--- src/rtl/spi_master_param.sv ---
// Parametrised full-duplex SPI master: DATA_W-bit MSB-first transfers with a programmable SCLK
// half-period, CPOL/CPHA mode select and NUM_CS active-low chip selects.
module spi_master_param #(
  parameter int unsigned DATA_W  = 8,
  parameter int unsigned CLK_DIV = 2,
  parameter int unsigned NUM_CS  = 1,
  parameter bit          CPOL    = 1'b0,
  parameter bit          CPHA    = 1'b0
) (
  input  logic                                           in_clock,
  input  logic                                           reset,
  input  logic                                           start,
  input  logic [DATA_W-1:0]                              tx_data,
  input  logic [((NUM_CS > 1) ? $clog2(NUM_CS) : 1)-1:0] cs_sel,
  input  logic                                           miso,
  output logic                                           out_clock,
  output logic                                           mosi,
  output logic [NUM_CS-1:0]                              ncs,
  output logic                                           busy,
  output logic                                           done,
  output logic [DATA_W-1:0]                              rx_data
);

  localparam int unsigned CsW  = (NUM_CS > 1) ? $clog2(NUM_CS) : 1;
  localparam int unsigned DivW = (CLK_DIV > 1) ? $clog2(CLK_DIV) : 1;
  localparam int unsigned BitW = $clog2(DATA_W);

  localparam logic [DivW-1:0] DivLast = DivW'(CLK_DIV - 1);
  localparam logic [BitW-1:0] BitLast = BitW'(DATA_W - 1);

  typedef enum logic [1:0] {StIdle, StSetup, StXfer, StHold} state_e;

  state_e              state_q, state_d;
  logic [DivW-1:0]     div_q, div_d;
  logic [BitW-1:0]     bit_q, bit_d;
  logic                trail_q, trail_d;
  logic [DATA_W-1:0]   tx_sr_q, tx_sr_d;
  logic [DATA_W-1:0]   rx_sr_q, rx_sr_d;
  logic [CsW-1:0]      cs_q, cs_d;
  logic                sclk_q, sclk_d;
  logic                mosi_q, mosi_d;
  logic                done_q, done_d;
  logic [DATA_W-1:0]   rx_data_q, rx_data_d;
  logic                div_end;
  logic                active;
  logic [NUM_CS-1:0]   ncs_n;

  always_ff @(posedge in_clock) begin
    if (reset) begin
      state_q   <= StIdle;
      div_q     <= '0;
      bit_q     <= '0;
      trail_q   <= 1'b0;
      tx_sr_q   <= '0;
      rx_sr_q   <= '0;
      cs_q      <= '0;
      sclk_q    <= CPOL;
      mosi_q    <= 1'b0;
      done_q    <= 1'b0;
      rx_data_q <= '0;
    end else begin
      state_q   <= state_d;
      div_q     <= div_d;
      bit_q     <= bit_d;
      trail_q   <= trail_d;
      tx_sr_q   <= tx_sr_d;
      rx_sr_q   <= rx_sr_d;
      cs_q      <= cs_d;
      sclk_q    <= sclk_d;
      mosi_q    <= mosi_d;
      done_q    <= done_d;
      rx_data_q <= rx_data_d;
    end
  end

  assign div_end = (div_q == DivLast);

  always_comb begin
    state_d   = state_q;
    div_d     = div_q;
    bit_d     = bit_q;
    trail_d   = trail_q;
    tx_sr_d   = tx_sr_q;
    rx_sr_d   = rx_sr_q;
    cs_d      = cs_q;
    sclk_d    = sclk_q;
    mosi_d    = mosi_q;
    done_d    = 1'b0;
    rx_data_d = rx_data_q;

    unique case (state_q)
      StIdle: begin
        sclk_d  = CPOL;
        div_d   = '0;
        bit_d   = '0;
        trail_d = 1'b0;
        if (start) begin
          state_d = StSetup;
          tx_sr_d = tx_data;
          rx_sr_d = '0;
          cs_d    = (32'(cs_sel) < NUM_CS) ? cs_sel : '0;
          // Mode 0/2 slaves sample on the first edge, so the MSB must be out during SETUP
          if (!CPHA) mosi_d = tx_data[DATA_W-1];
        end
      end

      StSetup: begin
        div_d = div_end ? '0 : div_q + 1'b1;
        if (div_end) state_d = StXfer;
      end

      StXfer: begin
        div_d = div_end ? '0 : div_q + 1'b1;
        if (div_end) begin
          sclk_d  = ~sclk_q;
          trail_d = ~trail_q;
          if (!trail_q) begin
            if (CPHA) begin
              mosi_d  = tx_sr_q[DATA_W-1];
              tx_sr_d = tx_sr_q << 1;
            end else begin
              rx_sr_d = {rx_sr_q[DATA_W-2:0], miso};
            end
          end else begin
            if (CPHA) begin
              rx_sr_d = {rx_sr_q[DATA_W-2:0], miso};
            end else if (bit_q != BitLast) begin
              mosi_d  = tx_sr_q[DATA_W-2];
              tx_sr_d = tx_sr_q << 1;
            end
            if (bit_q == BitLast) state_d = StHold;
            else                  bit_d   = bit_q + 1'b1;
          end
        end
      end

      StHold: begin
        div_d = div_end ? '0 : div_q + 1'b1;
        if (div_end) begin
          state_d   = StIdle;
          done_d    = 1'b1;
          rx_data_d = rx_sr_q;
        end
      end

      default: state_d = StIdle;
    endcase
  end

  assign active = (state_q != StIdle);

  always_comb begin
    ncs_n = '1;
    for (int unsigned i = 0; i < NUM_CS; i++) begin
      ncs_n[i] = ~(active && (32'(cs_q) == i));
    end
  end

  assign out_clock = sclk_q;
  assign mosi      = mosi_q;
  assign ncs       = ncs_n;
  assign busy      = active;
  assign done      = done_q;
  assign rx_data   = rx_data_q;

endmodule

--- config.mk ---
export PLATFORM = sky130hd
export DESIGN_NAME = spi_master_param
export DESIGN_NICKNAME = d
export VERILOG_FILES = /design/src/rtl/spi_master_param.sv
export SDC_FILE = /design/constraint.sdc
export NUM_CORES = 1
export LEC_CHECK = 0
export BUFFER_PORTS_ARGS = -buffer_cell sky130_fd_sc_hd__buf_4
export CORE_MARGIN = 4
export CORE_UTILIZATION = 49
export DETAILED_ROUTE_END_ITERATION = 6
export PLACE_DENSITY = 0.74
export SLEW_MARGIN = 20
export SYNTH_ARGS = -nofsm -noshare
export SYNTH_HDL_FRONTEND = slang
export SYNTH_SLANG_ARGS = --single-unit
--- constraint.sdc ---
create_clock -name in_clock -period 1.4 [get_ports in_clock]
set_input_delay 0.28 -clock in_clock [delete_from_list [all_inputs] [get_ports in_clock]]
set_output_delay 0.28 -clock in_clock [all_outputs]
set_load 0.01 [all_outputs]
==> summary.md <==
| Metric | Value |
|---|---|
| Total power after layout | `3.94 mW` |
| Power density over the cells | `1880 nW/um2` |
| Crit path largest cell delay | `350 ps` |
| Violations in the final reports | `setup timing` |
| Die Y-Extent | `62.8 um` |
| Cell types with the highest counts after synthesis | `sky130_fd_sc_hd__dfxtp_1 (33), sky130_fd_sc_hd__nor2_1 (25), sky130_fd_sc_hd__mux2i_1 (18)` |
| Maximum frequency from static timing analysis | `0.600 GHz` |
| Number of cells produced by synthesis | `161` |
| Final ANT Viol Nets | `0` |
| Number of distinct standard cells referenced by the synthesized netlist | `24` |
| Synthesis Warnings | `0` |
| Number of clock sinks | `33` |
| Detailed-route DRC error count | `0` |
| Largest area contributor in the synthesized netlist | `sky130_fd_sc_hd__dfxtp_1` |
| Number of antenna violations at the first check in global routing | `0` |
| Placeable core region | `2810 um2` |
| Clock transition time at the flip-flop clock pins of the worst setup and hold paths | `90 ps` |
| Synthesized area divided by synthesized cell count | `9.15 um2` |
| Hold violation count in the final report | `0` |
| Number of synthesized register bits | `33` |
| Total wire length | `3.22 mm` |
| Share of the synthesized area in the top cell type | `0.448` |
| Critical Path Source Type | `register` |
| Dominant cells by area after synthesis | `sky130_fd_sc_hd__dfxtp_1 (45%), sky130_fd_sc_hd__mux2i_1 (12%), sky130_fd_sc_hd__nor2_1 (6.4%)` |
| Avg WL per Cell | `13.4 um` |
| DR iter-0 viols | `57` |
| Largest net degree at the start of global routing | `34` |
| Synthesized cell area | `1470 um2` |
| Async set or reset register ratio after synthesis | `0` |
| Slowest cell on crit path | `sky130_fd_sc_hd__dfxtp_2` |
| CTS HTree Levels | `2` |
| Status | `finished with violations` |
| Bufs on Longest Clock Path | `2` |
| Xor/xnor cell area share of the yosys netlist | `0` |
| Wire length of the first global-routing pass | `5.13 mm` |
| Share of synthesized area spent on multiplexers | `0.132` |
| Worst Max-Slew Pin Slew | `362 ps` |
| Start-to-end type of the worst setup path | `register to register` |
| Compound-cell area share of the yosys netlist | `0.120` |
| Number of instances in the placed design | `222` |
| Leading register cell type out of synthesis | `sky130_fd_sc_hd__dfxtp_1` |
| Static leakage | `0.850 nW` |
| Overall die width | `62.8 um` |
| DR vias/cell | `5.23` |
| Fraction of layout instances using a drive strength above 1 | `0.414` |
| Number of nets in the synthesized netlist | `181` |
| Routability congestion estimate from global placement | `0.757` |
| Routed via count | `1261` |
| Area fraction in and, or, nand and nor cells after synthesis | `0.198` |
| Initial Utilization | `0.525` |
| Number of pins with negative max-slew slack in the final report | `0` |
| Register area | `668 um2` |
| Total of hold buffers inserted after clock tree synthesis | `0` |
| Post-route cell area | `2090 um2` |
| Placed inst area | `1840 um2` |
| Maximum net fanout on the critical path | `5` |
| Adder and majority gate portion of the synthesized area | `0.0594` |
| Total half-perimeter wirelength after legalization and detailed placement | `2.08 mm` |
| Crit path cell chain | `ha_4 > ha_4 > nand3b_1 > a21oi_4 > buf_4 > mux2i_1 > nor2_1` |
| Clock tree from TritonCTS | `yes` |
| Largest family of logic cells by synthesized area | `simple AND/OR/NAND/NOR gates` |
| Endpoint required time on the critical path | `1610 ps` |
| Total setup violations reported at the end of the flow | `21` |
| Area taken by multi-input logic gates | `880 um2` |
| Final period utilization | `1.19` |
| Share of the yosys chip area belonging to registers | `0.448` |
| Unrepaired setup endpoints after global routing | `yes` |
| Setup ws final | `-266 ps` |
| Overall overflow remaining after global route | `0` |
| Clock tree root buffer cell | `sky130_fd_sc_hd__clkbuf_4` |
| Pre-CTS worst setup slack | `-164 ps` |
| Filler Cells Inserted | `205` |
| Dominant cell by count in the synthesized netlist | `sky130_fd_sc_hd__dfxtp_1` |
| Number of top-level pins | `26` |
| Overall fraction of global-route tracks in use | `0.165` |
| Number of cells in the finished layout apart from fillers | `241` |
| Number of standard-cell rows in the floorplan | `19` |
| Antenna cells | `0` |
| TritonCTS buffer count | `5` |
| Via count of the first global-routing pass | `1165` |
| MaxCap Viol Count | `0` |
| Cell type with the highest occurrence count on the critical path | `sky130_fd_sc_hd__ha_4` |
| # port buffers | `24` |
| Maximum vdd drop | `1300 uV` |
| Worst min-delay path category | `input port to register` |
| Post-synth EDFFs | `0` |
| Arrival @ worst endpoint | `1880 ps` |
| Layout Skew | `6.97 ps` |
| DR pass1 iterations | `4` |
| Clock Latency Late Sink | `330 ps` |
| Clock period minus worst slack | `1670 ps` |
| Total Nets Final | `229` |
| Layout overhead on the synthesized area | `42.1%` |
| Crit. End Element | `register` |
| Die footprint | `3950 um2` |
| Rel. slew slack | `0.758` |
-- flip-flops by register name (all words and copies together), names as in the netlist --
signal	cells
bit_q	3
trail_q	1
done	1
out_clock	1
rx_data	8
div_end	1
rx_sr_q	8
state_q	2
tx_sr_q	7
mosi	1
-- logic make-up after synthesis --
logic type / after synthesis
muxes: 19
buffers and inverters: 13
and+or+nand+nor: 64
AOI/OAI and AO/OA: 25
DFF: 33
adders and majority gates: 7
-- where the power goes --
part	internal, mW	leakage (nW)	switching (mW)	total, mW
combinational	1.13	0.538	1.01	2.13
clock	0.291	0.0413	0.307	0.598
sequential	1.10	0.270	0.106	1.21
-- worst max-delay path, delay by kind of cell, from the launching register on --
kind	cells	cell delay, ps
DFF	1	350
adders and majority gates	2	310
and+or+nand+nor	2	300
AOI/OAI and AO/OA	1	260
muxes	1	190
buffers and inverters	1	150
-- cell usage in the layout (no fill, tap or decap), types with 2 or more instances in the layout --
| cell type | n |
|---|---|
| sky130_fd_sc_hd__mux2i_1 | 18 |
| sky130_fd_sc_hd__a21oi_4 | 2 |
| sky130_fd_sc_hd__nand3_2 | 2 |
| sky130_fd_sc_hd__nand2_1 | 12 |
| sky130_fd_sc_hd__nor2_1 | 22 |
| sky130_fd_sc_hd__a211oi_2 | 3 |
| sky130_fd_sc_hd__and2_1 | 8 |
| sky130_fd_sc_hd__ha_4 | 6 |
| sky130_fd_sc_hd__clkbuf_4 | 5 |
| sky130_fd_sc_hd__nand3_1 | 9 |
| sky130_fd_sc_hd__a211oi_1 | 5 |
| sky130_fd_sc_hd__clkbuf_8 | 2 |
| sky130_fd_sc_hd__dfxtp_1 | 29 |
| sky130_fd_sc_hd__inv_4 | 2 |
| sky130_fd_sc_hd__a21oi_1 | 12 |
| sky130_fd_sc_hd__buf_6 | 8 |
| sky130_fd_sc_hd__inv_2 | 2 |
| sky130_fd_sc_hd__dfxtp_2 | 3 |
| sky130_fd_sc_hd__buf_4 | 41 |
| sky130_fd_sc_hd__nor2_2 | 2 |
-- worst paths after layout --
path	from	to	slack, ps	cells past startpoint
setup / recovery	bit_q[1]	tx_sr_q[0]	-270	7
hold / removal	tx_data[7]	mosi	300	3
setup reg to reg	bit_q[1]	tx_sr_q[0]	-270	7
hold reg to reg	rx_data[2]	rx_data[2]	460	2
-- final cells by class --
cell class	instances	area share
flip-flops and latches	33	0.319
clock buffers	7	0.0311
multi-input cells	115	0.420
clock inverters	1	0.00239
well taps	31	0.0185
repair buffers	50	0.200
inverters	4	0.00956
-- timing repair --
action / CTS / global route
setup buffers: 6 / 5
resized for setup: 12 / 17
endpoints found under the setup margin: 23 / 33
pin swaps: 4 / 7
-- metrics by stage --
| step | util | hold WS [ps] | TNS (ps) |
|---|---|---|---|
| 2_1_floorplan | - | 443 | -704 |
| 5_1_grt | 0.747 | 303 | -4330 |
| 4_1_cts | 0.710 | 286 | -2190 |
| 3_3_place_gp | 0.654 | 444 | -1320 |
| 3_5_place_dp | 0.654 | 450 | -1750 |
| 6_report | 0.747 | 296 | -2690 |
-- metal layers --
layer / track usage / up-vias / part of all wire
met4: 0.0909 / 0 / 0.029
met5: 0 / - / 0
met1: 0.182 / 575 / 0.43
li1: - / 644 / -
met2: 0.270 / 33 / 0.49
met3: 0.0629 / 9 / 0.051
Note: power is estimated with default switching activity, not from simulation.
